**config.mk**
```make
export PLATFORM = sky130hd
export DESIGN_NAME = alien_fire_controller
export DESIGN_NICKNAME = d
export VERILOG_FILES = /design/src/rtl/chip_invaders_pkg.sv /design/src/rtl/lfsr16.sv /design/src/rtl/alien_fire_controller.sv
export SDC_FILE = /design/constraint.sdc
export NUM_CORES = 1
export LEC_CHECK = 0
export ABC_AREA = 1
export CAP_MARGIN = 20
export CORE_AREA = 4 4 206 208
export DETAILED_ROUTE_END_ITERATION = 16
export DIE_AREA = 0 0 210 212
export PLACE_DENSITY_LB_ADDON = 0.15
export SYNTH_ARGS = -nofsm -noshare
export SYNTH_HDL_FRONTEND = slang
export SYNTH_HIERARCHICAL = 1
export SYNTH_SLANG_ARGS = --single-unit
```
**constraint.sdc**
```tcl
create_clock -name clk -period 3.6 [get_ports clk]
set_clock_uncertainty 0.2 [all_clocks]
set_input_delay 0.54 -clock clk [delete_from_list [all_inputs] [get_ports clk]]
set_output_delay 0.54 -clock clk [all_outputs]
set_load 0.03 [all_outputs]
```
**src/rtl/chip_invaders_pkg.sv**
```systemverilog
// Shared types and defaults for the chip_invaders game blocks.
//   fire_state_t : alien fire controller FSM states
//   shot_t       : one alien shot offered to the bullet engine
//   ALIEN_W_DEF / ALIEN_H_DEF : default alien sprite size in pixels
package chip_invaders_pkg;

    localparam int ALIEN_W_DEF    = 32;
    localparam int ALIEN_H_DEF    = 16;
    // Column field is sized for the widest formation we support; users slice it down.
    localparam int SHOT_COL_MAX_W = 8;

    typedef enum logic [1:0] {
        IDLE,
        COOLDOWN,
        SCAN,
        OFFER
    } fire_state_t;

    typedef struct packed {
        logic [15:0]               x;
        logic [15:0]               y;
        logic [SHOT_COL_MAX_W-1:0] col;
    } shot_t;

endpackage

```
**src/rtl/lfsr16.sv**
```systemverilog
// 16-bit Galois LFSR, polynomial x^16 + x^14 + x^13 + x^11 (shift right, mask 0xB400).
// A non-zero seed keeps the register out of the all-zero lock-up state forever.
// Ports:
//   clk     : clock
//   rst_n   : asynchronous active-low reset, loads SEED
//   en_i    : advance one step this cycle
//   state_o : current register contents
module lfsr16 #(
    parameter logic [15:0] SEED = 16'hACE1
) (
    input  logic        clk,
    input  logic        rst_n,
    input  logic        en_i,
    output logic [15:0] state_o
);

    logic [15:0] state_q;
    logic [15:0] state_d;

    // NOTE: combinational blocks assign every output a default first, so no path leaves a value unassigned and no latch is inferred.
    always_comb begin
        state_d = state_q;
        if (en_i) begin
            state_d = {1'b0, state_q[15:1]} ^ (state_q[0] ? 16'hB400 : 16'h0000);
        end
    end

    // NOTE: sequential state uses non-blocking assignments so every register samples pre-edge values.
    always_ff @(posedge clk or negedge rst_n) begin
        if (!rst_n) begin
            state_q <= SEED;
        end else begin
            state_q <= state_d;
        end
    end

    assign state_o = state_q;

endmodule

```
**src/rtl/alien_fire_controller.sv**
```systemverilog
// Decides when and from which alien the formation fires, and offers each shot to the
// alien-bullet engine over a valid/ready handshake. A tick-based cooldown paces the
// attempts and an in-flight counter caps the number of live alien bullets.
// Ports:
//   clk, rst_n            : clock, asynchronous active-low reset
//   enable_i              : game running; low parks the FSM in IDLE (except mid-offer)
//   tick_i                : one-cycle game-tick strobe, paces the cooldown
//   armed_matrix_i        : bit r*NUM_COLS+c set = alien (row r, col c) may fire
//   alien_pos_x_i/_y_i    : 16-bit top-left coordinates, slot r*NUM_COLS+c
//   shot_valid_o          : shot offered; held with stable data until accepted
//   shot_ready_i          : bullet engine accepts the shot
//   shot_x_o/_y_o/_col_o  : bullet spawn point and firing column
//   bullet_retired_i      : one-cycle pulse, an alien bullet left play
//   bullets_in_flight_o   : current live alien bullet count
module alien_fire_controller
    import chip_invaders_pkg::*;
#(
    parameter int          NUM_ROWS      = 3,
    parameter int          NUM_COLS      = 5,
    parameter int          FIRE_INTERVAL = 100,
    parameter int          MAX_BULLETS   = 2,
    parameter int          ALIEN_W       = ALIEN_W_DEF,
    parameter int          ALIEN_H       = ALIEN_H_DEF,
    parameter logic [15:0] LFSR_SEED     = 16'hACE1,
    localparam int         COL_W         = $clog2(NUM_COLS),
    localparam int         IF_W          = $clog2(MAX_BULLETS + 1)
) (
    input  logic                            clk,
    input  logic                            rst_n,
    input  logic                            enable_i,
    input  logic                            tick_i,
    input  logic [NUM_ROWS*NUM_COLS-1:0]    armed_matrix_i,
    input  logic [16*NUM_ROWS*NUM_COLS-1:0] alien_pos_x_i,
    input  logic [16*NUM_ROWS*NUM_COLS-1:0] alien_pos_y_i,
    output logic                            shot_valid_o,
    input  logic                            shot_ready_i,
    output logic [15:0]                     shot_x_o,
    output logic [15:0]                     shot_y_o,
    output logic [COL_W-1:0]                shot_col_o,
    input  logic                            bullet_retired_i,
    output logic [IF_W-1:0]                 bullets_in_flight_o
);

    localparam int               CD_W      = $clog2(FIRE_INTERVAL + 1);
    localparam logic [CD_W-1:0]  CD_RELOAD = CD_W'(FIRE_INTERVAL);
    localparam logic [IF_W-1:0]  IF_MAX    = IF_W'(MAX_BULLETS);
    localparam logic [COL_W-1:0] LAST_COL  = COL_W'(NUM_COLS - 1);
    localparam logic [15:0]      X_OFS     = 16'(ALIEN_W / 2);
    localparam logic [15:0]      Y_OFS     = 16'(ALIEN_H);

    fire_state_t      state_q,     state_d;
    logic [CD_W-1:0]  cooldown_q,  cooldown_d;
    logic [COL_W-1:0] scan_col_q,  scan_col_d;
    logic [COL_W-1:0] scan_cnt_q,  scan_cnt_d;
    logic [IF_W-1:0]  in_flight_q, in_flight_d;
    shot_t            shot_q,      shot_d;

    logic [15:0] lfsr;
    logic        accept;
    logic        col_hit;
    logic [15:0] hit_x;
    logic [15:0] hit_y;
    logic        unused_bits;

    lfsr16 #(
        .SEED(LFSR_SEED)
    ) u_lfsr (
        .clk    (clk),
        .rst_n  (rst_n),
        .en_i   (1'b1),
        .state_o(lfsr)
    );

    // Random start column, always in 0..NUM_COLS-1.
    function automatic logic [COL_W-1:0] start_col(input logic [7:0] v);
        logic [7:0] m;
        m = v % 8'(NUM_COLS);
        return COL_W'(m);
    endfunction

    // Column under scan: any armed alien is a hit. Rows are walked upward so the
    // last match, i.e. the highest armed row, supplies the spawn position.
    always_comb begin
        col_hit = 1'b0;
        hit_x   = '0;
        hit_y   = '0;
        for (int r = 0; r < NUM_ROWS; r++) begin
            for (int c = 0; c < NUM_COLS; c++) begin
                if (scan_col_q == COL_W'(c) && armed_matrix_i[r*NUM_COLS+c]) begin
                    col_hit = 1'b1;
                    hit_x   = alien_pos_x_i[(r*NUM_COLS+c)*16 +: 16];
                    hit_y   = alien_pos_y_i[(r*NUM_COLS+c)*16 +: 16];
                end
            end
        end
    end

    assign accept = (state_q == OFFER) && shot_ready_i;

    always_comb begin
        state_d    = state_q;
        cooldown_d = cooldown_q;
        scan_col_d = scan_col_q;
        scan_cnt_d = scan_cnt_q;
        shot_d     = shot_q;
        case (state_q)
            IDLE: begin
                if (enable_i) begin
                    state_d    = COOLDOWN;
                    cooldown_d = CD_RELOAD;
                end
            end
            COOLDOWN: begin
                if (!enable_i) begin
                    state_d = IDLE;
                end else if (cooldown_q != '0) begin
                    if (tick_i) cooldown_d = cooldown_q - 1'b1;
                end else if (in_flight_q < IF_MAX || bullet_retired_i) begin
                    // A retire this cycle frees a slot, so scanning may start at once.
                    state_d    = SCAN;
                    scan_col_d = start_col(lfsr[7:0]);
                    scan_cnt_d = '0;
                end
            end
            SCAN: begin
                if (!enable_i) begin
                    state_d = IDLE;
                end else if (col_hit) begin
                    state_d    = OFFER;
                    shot_d.x   = hit_x + X_OFS;
                    shot_d.y   = hit_y + Y_OFS;
                    shot_d.col = SHOT_COL_MAX_W'(scan_col_q);
                end else if (scan_cnt_q == LAST_COL) begin
                    // Every column examined without an armed alien: give up this round.
                    state_d    = COOLDOWN;
                    cooldown_d = CD_RELOAD;
                end else begin
                    scan_cnt_d = scan_cnt_q + 1'b1;
                    scan_col_d = (scan_col_q == LAST_COL) ? '0 : scan_col_q + 1'b1;
                end
            end
            OFFER: begin
                // The offer is never withdrawn; enable_i only picks where we go afterwards.
                if (shot_ready_i) begin
                    state_d    = enable_i ? COOLDOWN : IDLE;
                    cooldown_d = CD_RELOAD;
                end
            end
            default: state_d = IDLE;
        endcase
    end

    always_comb begin
        in_flight_d = in_flight_q;
        if (accept && !bullet_retired_i) begin
            in_flight_d = in_flight_q + 1'b1;
        end else if (!accept && bullet_retired_i && in_flight_q != '0) begin
            in_flight_d = in_flight_q - 1'b1;
        end
    end

    // NOTE: every register, shot payload included, is reset so an abort mid-offer leaves no stale shot visible.
    always_ff @(posedge clk or negedge rst_n) begin
        if (!rst_n) begin
            state_q     <= IDLE;
            cooldown_q  <= CD_RELOAD;
            scan_col_q  <= '0;
            scan_cnt_q  <= '0;
            in_flight_q <= '0;
            shot_q      <= '0;
        end else begin
            state_q     <= state_d;
            cooldown_q  <= cooldown_d;
            scan_col_q  <= scan_col_d;
            scan_cnt_q  <= scan_cnt_d;
            in_flight_q <= in_flight_d;
            shot_q      <= shot_d;
        end
    end

    assign shot_valid_o        = (state_q == OFFER);
    assign shot_x_o            = shot_q.x;
    assign shot_y_o            = shot_q.y;
    assign shot_col_o          = shot_q.col[COL_W-1:0];
    assign bullets_in_flight_o = in_flight_q;

    // Upper column-field bits and the high LFSR byte have no consumer.
    assign unused_bits = ^{shot_q.col[SHOT_COL_MAX_W-1:COL_W], lfsr[15:8]};

endmodule

```
# == After elaboration in Yosys (flattened, before gate mapping) ==
# Cells that the tools add are included.
# totals
reg_bits,68
elab_cells,155
# op_classes
n_addsub,7
div,1
order_cmp,1
n_eq_ne,22
n_mux,82
n_bitwise,1
n_reduce_logical,32
# op_table
operator,n
$mux W16,31
$mux W7,8
$mux W3,13
$add A16 B5 Y16 const B,2
$pmux W7 S4,1
$mux W2,10
$ne A2 B2 Y1 const B,10
$logic_and A1 B1 Y1,19
$mux W1,16
$xor A15 B16 Y16,1
$pmux W3 S2,2
$mod A8 B3 Y8 const B,1
$pmux W2 S4,1
$reduce_and A8 Y1,1
$reduce_and A7 Y1,1
$reduce_bool A7 Y1,1
$sub A7 B1 Y7 const B,1
$add A3 B1 Y3 const B,2
$eq A3 B2 Y1 const B,2
$eq A3 B3 Y1 const B,2
$ne A3 B3 Y1 const B,2
$reduce_bool A2 Y1,3
$reduce_and A5 Y1,1
$eq A2 B2 Y1 const B,2
12 further kinds,13

# == Logic depth before layout (Yosys ltp) ==
# Gate-level depths: netlist (run 1).
# logic_depth
ltp_word,20
depth_mapped,31

# == Cells and area by module ==
# Netlist (run 1), hierarchy kept.
# modules_own_cells
module,n_inst,cells_per_inst,area_each_um2,seq_area_each_um2
alien_fire_controller,1,1766,8788.4,1305.0
lfsr16,1,74,671.9,410.4

# == Worst setup path before layout (run 1) ==
# No wires, ideal clock.
# synth_timing
path_kind,reg2reg
startpoint,"register u_lfsr.state_q[5], in the netlist u_lfsr/state_o[5]"
endpoint,register scan_col_q[2]
setup_time_ps,122
arrival_time_ps,3012
required_ps,3278
setup_slack_ps,266
stages_incl_launch_ff,28
n_path_buf,0
cell_sequence,dfstp_2 > inv_2 > nand2_1 > nand2_1 > nand3_1 > nand3_2 > nand2_2 > nand2_2 > a21oi_2 > nand2_2 > nand2_2 > nand2_1 > nand2_1 > inv_1 > ha_1 > inv_1 > nand3_2 > nand2_2 > nand3_2 > xor2_1 > ha_1 > inv_1 > o21ai_2 > nand3_2 > nand2_1 > nand2_1 > nand2_1 > a21oi_1
# synth_via
elab_chain_len,5
# synth_rtl
element,line_no,text
from (decl),lfsr16.sv:17,logic [15:0] state_q;
from (signal assigned),lfsr16.sv:33,state_q <= state_d;
$mod A8 B3 Y8,alien_fire_controller.sv:77,m = v % 8'(NUM_COLS);
$mux W3,alien_fire_controller.sv:118,end else if (in_flight_q < IF_MAX || bullet_retired_i) begin
$mux W3,alien_fire_controller.sv:116,end else if (cooldown_q != '0) begin
$mux W3,alien_fire_controller.sv:114,if (!enable_i) begin
$pmux W3 S2,alien_fire_controller.sv:106,case (state_q)
to (signal assigned),alien_fire_controller.sv:174,scan_col_q <= scan_col_d;
to (decl),alien_fire_controller.sv:53,"logic [COL_W-1:0] scan_col_q, scan_col_d;"
# Every way passes these cells. The select of a mux whose other input is x is not followed.
# A chain may end at the register's enable or synchronous reset.

# == Worst setup path after layout (run 1) ==
# layout_timing
startpoint,"register u_lfsr.state_q[7], in the netlist u_lfsr/state_o[7]"
endpoint,register scan_col_q[1]
# The elaborated chain is that of the path after synthesis.

==> results.py, run 1 <==
metrics = {
    "status": {
        "status": "finished, final reports clean",
    },
    "cells_and_area": {
        "multi_input_area_um2": 7000,
        "final_cell_mix": "nand2_1 (764), clkdlybuf4s50_1 (537), nor2_1 (315), nand3_1 (135), inv_1 (123)",
        "drive_gt1_share_pct": 10.6,
        "stdcell_count": 2954,
        "syn2layout_area_growth_pct": 77.7,
        "seqCellArea_um2": 1720,
        "nets": 2917,
        "final_common_cell": "nand2_1",
        "fill_cells": 4493,
    },
    "critical_path": {
        "crit_arrival_ns": 3.56,
        "end_kind": "flop",
        "critPathRequiredTime_ns": 3.63,
        "r2r_setup_slack_ns": 0.07,
        "critPathMaxFanout": 5,
        "start_kind": "flop",
        "critical_path_class": "reg -> reg",
    },
    "floorplanning": {
        "die_h_um": 212,
        "initial_utilization_pct": 23.3,
        "pin_count": 539,
        "rows": 74,
        "die-area_um2": 44500,
        "coreArea_um2": 40600,
        "die_w_um": 210,
    },
    "grt": {
        "grt_pass1_vias": 13200,
        "grt_remaining_overflow": 0,
        "track_usage_pct": 23.5,
        "grt_max_degree": 62,
        "antenna_found_initial": 21,
        "grt_first_pass_wirelength_um": 80400,
    },
    "sta": {
        "report.final.slew_viol_count": 0,
        "rsz0062_at_grt": "yes",
        "layout_min_cycle_time_ns": 3.53,
        "maxSlewHeadroom_pct": 52.4,
        "max_freq_mhz": 283,
        "setup_viol": 0,
        "finalHoldViolCount": 0,
        "fin_tns_setup_ns": 0,
        "fin_hold_ws_ns": 0.0537,
        "setup_ws_ns": 0.0679,
        "period_share_pct": 98.1,
        "worst_slew_pin_slew_ns": 0.713,
    },
    "route": {
        "ant_nets": 0,
        "wl_met3_um": 4290,
        "route.met2.wl_um": 27100,
        "post_drt_wl_per_cell_um": 18.9,
        "postRouteWirelength_um": 55800,
        "dr.pass1.iters": 5,
        "routed.top_layer": "met5",
        "drc": 0,
        "drt_iter0_drc": 936,
        "avgViaCountPerCell": 4.58,
        "m1WireLength_um": 22900,
        "vias": 13500,
    },
    "clocking": {
        "numCtsBuffers": 9,
        "clk_latency_ns": 0.34,
        "cts.sinks": 68,
        "clk_pin_slew_worst_paths_ns": 0.06,
        "tritoncts": "yes",
        "htree_levels": 3,
        "cts_root_buf": "clkbuf_16",
        "cts_hold_buf": 0,
        "clk_path_buf_depth": 2,
    },
    "synth": {
        "syn-cell-area_um2": 9460,
        "ys_seq_elements": 68,
        "synth-edff-count": 0,
        "syn_area_per_cell_um2": 5.14,
        "synth_async_sr_flop_share_pct": 100,
        "yosysWarningCount": 6,
        "synth_cell_types": 46,
        "synthCells": 1840,
        "synth_flop_cell": "dfrtp_1",
        "ys_seq_area_share_pct": 18.1,
        "synth_nets": 2356,
    },
    "pwr": {
        "p_sw_mw": 5.28,
        "p_per_area_nw_per_um2": 612,
        "power.internal_mw": 5.01,
        "finalPower_mw": 10.3,
        "pwr-share-clk_pct": 10.1,
        "pwr-share-comb_pct": 76.8,
        "peakVddDrop_v": 0.000375,
        "switching_share_pct": 51.3,
        "leakage_nw": 8.11,
        "p_seq_share_pct": 13.1,
    },
    "run": {
        "cap_violations": 0,
    },
    "placed_design": {
        "place_hpwl_um": 46000,
        "placed_cells": 2900,
        "gp_congestion": 0.967,
        "portBuffers": 538,
        "dp_slack_ns": -0.156,
    },
    "hold_path": {
        "hold_class": "in -> async",
    },
}
==> final cells by class <==
class | instances | share of cell area, %
inverters | 151 | 3.50
multi-input cells | 1523 | 41.6
repair buffers | 648 | 38.4
flip-flops and latches | 68 | 10.2
clock inverters | 6 | 0.670
diodes | 16 | 0.238
clock buffers | 10 | 1.36
well taps | 532 | 3.96
==> sequential cells by signal (all words and copies together), names as in the netlist <==
name,flops
shot_col_o,3
shot_x_o,16
cooldown_q,7
scan_cnt_q,3
shot_y_o,16
scan_col_q,3
u_lfsr/state_o,16
bullets_in_flight_o,2
state_q,2
==> final timing paths <==
| kind | start | end | depth (start not counted) |
|---|---|---|---|
| max | u_lfsr/state_o[7] | scan_col_q[1] | 26 |
| min | rst_n | shot_y_o[5] | 1 |
| max reg2reg | u_lfsr/state_o[7] | scan_col_q[1] | 26 |
| min reg2reg | scan_cnt_q[2] | scan_cnt_q[2] | 1 |
| max in group asynchronous | rst_n | cooldown_q[2] | 2 |
| min in group clk | scan_cnt_q[2] | scan_cnt_q[2] | 1 |
==> layer usage <==
| metal | GRT usage (%) | vias up |
|---|---|---|
| met5 | 0 | - |
| met4 | 7.85 | 14 |
| met3 | 6.08 | 70 |
| met2 | 40.3 | 472 |
| met1 | 28.7 | 6074 |
| li1 | - | 6888 |
==> worst max-delay path, cell delays in order (launching register included) <==
cell and delay (ns):
dfstp_2 0.61, inv_2 0.07, nand2_2 0.07, nand4_1 0.11
nand2_2 0.11, nand2_4 0.07, nand3_4 0.08, nand2_4 0.07
nand2_4 0.09, nand2_2 0.08, nand3_4 0.08, nand2_4 0.09
buf_4 0.15, buf_4 0.12, nand3b_1 0.09, nand2_2 0.10
inv_2 0.09, nand2_2 0.07, nand3_4 0.09, xor2_4 0.18
ha_2 0.20, inv_2 0.05, o21ai_4 0.15, buf_4 0.13
nand4_1 0.10, nand3_2 0.11, a21boi_2 0.05
==> cell families after synthesis <==
group	after synthesis	share of synthesized area [%]
AO/OA/AOI/OAI	168	10.2
XOR/XNOR	11	1.02
adder cells (fa/ha/maj)	15	1.98
buffers and inverters	249	11.0
flip-flops	68	18.1
multiplexers	1	0.119
other	1	0.0396
AND/OR/NAND/NOR	1327	57.5
==> stage by stage <==
step	util, %	area [um^2]
global placement	39.3	15900
detailed placement	39.3	15900
global route	41.4	16800
floorplan	-	9460
finish	41.5	16800
CTS	40.4	16400
==> timing repair <==
| action | 4_1_cts | 5_1_grt |
|---|---|---|
| cloned | 0 | 1 |
| gates resized for setup | 11 | 66 |
| setup endpoints to repair | 5 | 44 |
| pin swaps | 9 | 22 |
| setup buffers | 6 | 15 |
==> synthesized netlist by cell type (16+ instances only) <==
master,n,share of area (%)
dfrtp_1,57,15
nand2_2,18,1.2
nand2_1,785,31
inv_2,17,0.67
a31oi_1,22,1.5
a21oi_1,16,0.85
o211ai_1,22,1.7
nor2_1,318,13
nand4_1,32,2.1
clkbuf_1,51,2.0
inv_1,132,5.2
nand3_1,142,7.5
o21ai_0,82,4.3
buf_2,32,1.7
==> power groups by stage <==
stage	Sequential [mW]	Clock, mW	Combinational, mW
6_report	1.35	1.04	7.91
5_1_grt	1.40	1.08	8.79
4_1_cts	1.34	1.06	7.46
3_5_place_dp	1.34	0	7.29
3_3_place_gp	1.34	0	7.23
2_1_floorplan	1.66	0	3.96
Power figures use the tool's default switching activity.
==> run 2: changes to the inputs <==
- CORE_AREA: 4 4 206 208 -> 4 4 210 212
- DIE_AREA: 0 0 210 212 -> 0 0 214 216
- SYNTH_HIERARCHICAL: 1 -> default
==> run 2 against run 1 <==
  * The run now ends with setup timing left
  * Die area grew 3.8%
  * Core utilization shrank 0.80 points
  * Clock power shrank 10%
  * Critical path depth grew 7
  * Setup slack lost 0.30 ns
  * Sequential share of layout area shrank 0.15 points
  * Sequential cell count is the same
  * Maximum frequency shrank 7.9%
  * Clock-buffer cell count is the same
  * Cell area grew 1.4%
  * First-iteration DRC count shrank 3.8%
  * Power shrank 0.77%
  * Critical path type unchanged
  * Critical endpoint is now scan_col_q[2]
==> results.py, run 2 <==
metrics = {
    "cells_and_area": {
        "final_cell_mix": "nand2_1 (722), clkdlybuf4s50_1 (537), nor2_1 (305), nand3_1 (131), buf_4 (125)",
        "final_common_cell": "nand2_1",
        "fin_area_um2": 17100,
        "fill_cells": 4580,
        "drive_gt1_share_pct": 12.8,
        "nets": 2921,
        "syn2layout_area_growth_pct": 83.3,
    },
    "clocking": {
        "cts.sinks": 68,
        "clk_path_buf_depth": 2,
        "clk_latency_ns": 0.35,
        "cts_root_buf": "clkbuf_16",
        "numCtsBuffers": 9,
        "htree_levels": 3,
        "clk_pin_slew_worst_paths_ns": 0.06,
        "tritoncts": "yes",
    },
    "synth": {
        "syn-cell-area_um2": 9300,
        "synth_nets": 2319,
        "synth_flop_cell": "dfrtp_1",
        "ys_seq_elements": 68,
        "yosys.area_share.simple_pct": 57.8,
        "synth_async_sr_flop_share_pct": 100,
        "synth-edff-count": 0,
        "synth_top_family_by_area": "simple AND/OR/NAND/NOR gates",
        "synthCells": 1803,
        "syn_area_per_cell_um2": 5.16,
        "synth_cell_types": 43,
        "synth-xor-area-share_pct": 1.13,
        "synth_top_area_share_pct": 30.3,
        "synth_compound_area_share_pct": 10.5,
        "ys_seq_area_share_pct": 18.4,
        "synth_top_area_cell": "nand2_1",
        "yosysWarningCount": 0,
        "yosys-top-cells-area": "nand2_1 (30%), dfrtp_1 (15%), nor2_1 (13%)",
        "synth_top_cells_by_count": "nand2_1 (752), nor2_1 (313), nand3_1 (143)",
        "synthAdderAreaFrac_pct": 2.02,
        "post-synth-top-count-cell": "nand2_1",
        "synthMuxAreaShare_pct": 0,
    },
    "run": {
        "cap_violations": 0,
    },
    "pwr": {
        "pwr-share-comb_pct": 79.2,
        "p_sw_mw": 5.40,
        "switching_share_pct": 52.9,
        "p_per_area_nw_per_um2": 599,
        "pwr-share-clk_pct": 9.1,
        "leakage_nw": 8.28,
        "power.internal_mw": 4.81,
        "p_seq_share_pct": 11.7,
        "peakVddDrop_v": 0.000293,
    },
    "critical_path": {
        "crit_start": "u_lfsr.state_o[7]",
        "crit_arrival_ns": 3.86,
        "r2r-start": "u_lfsr.state_o[7]",
        "critical_path_class": "reg -> reg",
        "end_kind": "flop",
        "cp_slowest_cell": "dfstp_2",
        "critPathMaxFanout": 7,
        "crit_top_cell": "nand2_4",
        "cp_slowest_stage_delay_ns": 0.60,
        "critPathRequiredTime_ns": 3.63,
        "start_kind": "flop",
    },
    "placed_design": {
        "gp_congestion": 0.961,
        "portBuffers": 538,
        "place_hpwl_um": 48200,
        "postPlaceCellArea_um2": 16100,
    },
    "floorplanning": {
        "die_h_um": 216,
        "die_w_um": 214,
        "initial_utilization_pct": 22.2,
        "die-area_um2": 46200,
        "coreArea_um2": 41900,
        "pin_count": 539,
        "rows": 75,
    },
    "sta": {
        "fin_hold_ws_ns": 0.158,
        "report.final.slew_viol_count": 0,
        "period_share_pct": 107,
        "finalHoldViolCount": 0,
        "worst_slew_pin_slew_ns": 0.570,
        "maxSlewHeadroom_pct": 62.0,
        "setup_ws_ns": -0.234,
        "max_freq_mhz": 261,
        "rsz0062_at_grt": "yes",
        "layout_min_cycle_time_ns": 3.83,
        "setup_viol": 3,
        "fin_tns_setup_ns": -0.656,
    },
    "route": {
        "dr.pass1.iters": 5,
        "postRouteWirelength_um": 58100,
        "drc": 0,
        "avgViaCountPerCell": 4.63,
        "drt_iter0_drc": 900,
        "vias": 13700,
        "ant_nets": 0,
        "post_drt_wl_per_cell_um": 19.6,
    },
    "status": {
        "status": "complete, but fails checks",
        "failed_checks": "setup timing",
    },
    "grt": {
        "grt_max_degree": 62,
        "antenna_found_initial": 18,
        "track_usage_pct": 23.7,
        "grt_remaining_overflow": 0,
        "grt_first_pass_wirelength_um": 84900,
        "grt_pass1_vias": 13400,
    },
    "hold_path": {
        "hold_class": "reg -> reg",
        "hp-start": "u_lfsr.state_o[12]",
    },
}
-- run 2: changes by cell type after synthesis, sizes merged, moves of 9 or more --
cell    before  now
a21oi       18   27
a31oi       22    2
nand2      803  769
o211ai      22   33
-- run 2: power by group through the flow --
stage	Sequential [mW]	Clock (mW)	Combinational, mW
after floorplan	1.47	0	3.98
after global placement	1.19	0	7.76
after detailed placement	1.19	0	7.79
after CTS	1.19	0.957	7.83
after global routing	1.22	0.985	9.04
final	1.19	0.934	8.09
-- run 2: final timing paths --
kind | slack [ns] | end | cells after the start
max | -0.23 | scan_col_q[2] | 33
max in group asynchronous | 2.06 | scan_col_q[1] | 3
max reg2reg | -0.23 | scan_col_q[2] | 33
min | 0.16 | u_lfsr.state_o[11] | 0
min reg2reg | 0.16 | u_lfsr.state_o[11] | 0
min in group asynchronous | 0.34 | shot_x_o[9] | 2
-- run 2: final cells by class --
type	instances	area, um^2	share of cell area (%)
Clock buffer	10	229	1.34
Timing Repair Buffer	686	6720	39.4
Antenna cell	13	32.5	0.191
Multi-Input combinational cell	1495	7060	41.4
Clock inverter	6	72.6	0.426
Tap cell	539	674	3.95
Inverter	145	557	3.26
Sequential cell	68	1720	10.1
-- run 2: logic make-up (layout without fill, tap and decap cells) --
family,after synthesis,count (layout)
other cells,0,13
compound gates,168,168
xor+xnor,12,12
fa+ha+maj,15,15
simple gates,1300,1300
buf+inv,240,847
flops,68,68
-- run 2: what timing repair did --
item                                   4_1_cts  5_1_grt
endpoints found under the hold margin        4        0
setup endpoints to repair                   12       26
gates cloned                                 0        1
gates resized for setup                     17       90
pin swaps                                   20       34
hold buffers                                 1        0
buffers inserted                            16       15
-- run 2: worst max-delay path, delay by kind of cell (launching register included) --
| family | cells | cell delay [ns] |
|---|---|---|
| and+or+nand+nor | 25 | 2.11 |
| DFF | 1 | 0.60 |
| AOI/OAI and AO/OA | 3 | 0.34 |
| adders and majority gates | 2 | 0.31 |
| buffers and inverters | 3 | 0.13 |
-- run 2: per-layer routing --
metal | wire [um] | track usage, %
met2 | 28600 | 41.5
met1 | 23900 | 28.8
met5 | 34 | 0
met4 | 1100 | 6.70
met3 | 4360 | 6.26
-- run 2: per-stage QoR --
| step | total power [mW] | utilization (%) | worst slack [ns] | cells |
|---|---|---|---|---|
| final | 10.2 | 40.7 | -0.234 | 2962 |
| after CTS | 9.97 | 39.5 | -0.177 | 2933 |
| after floorplan | 5.45 | - | 0.00227 | 1803 |
| after global routing | 11.2 | 40.7 | -0.494 | 2962 |
| after global placement | 8.95 | 38.3 | -0.192 | 2900 |
| after detailed placement | 8.98 | 38.3 | -0.215 | 2900 |
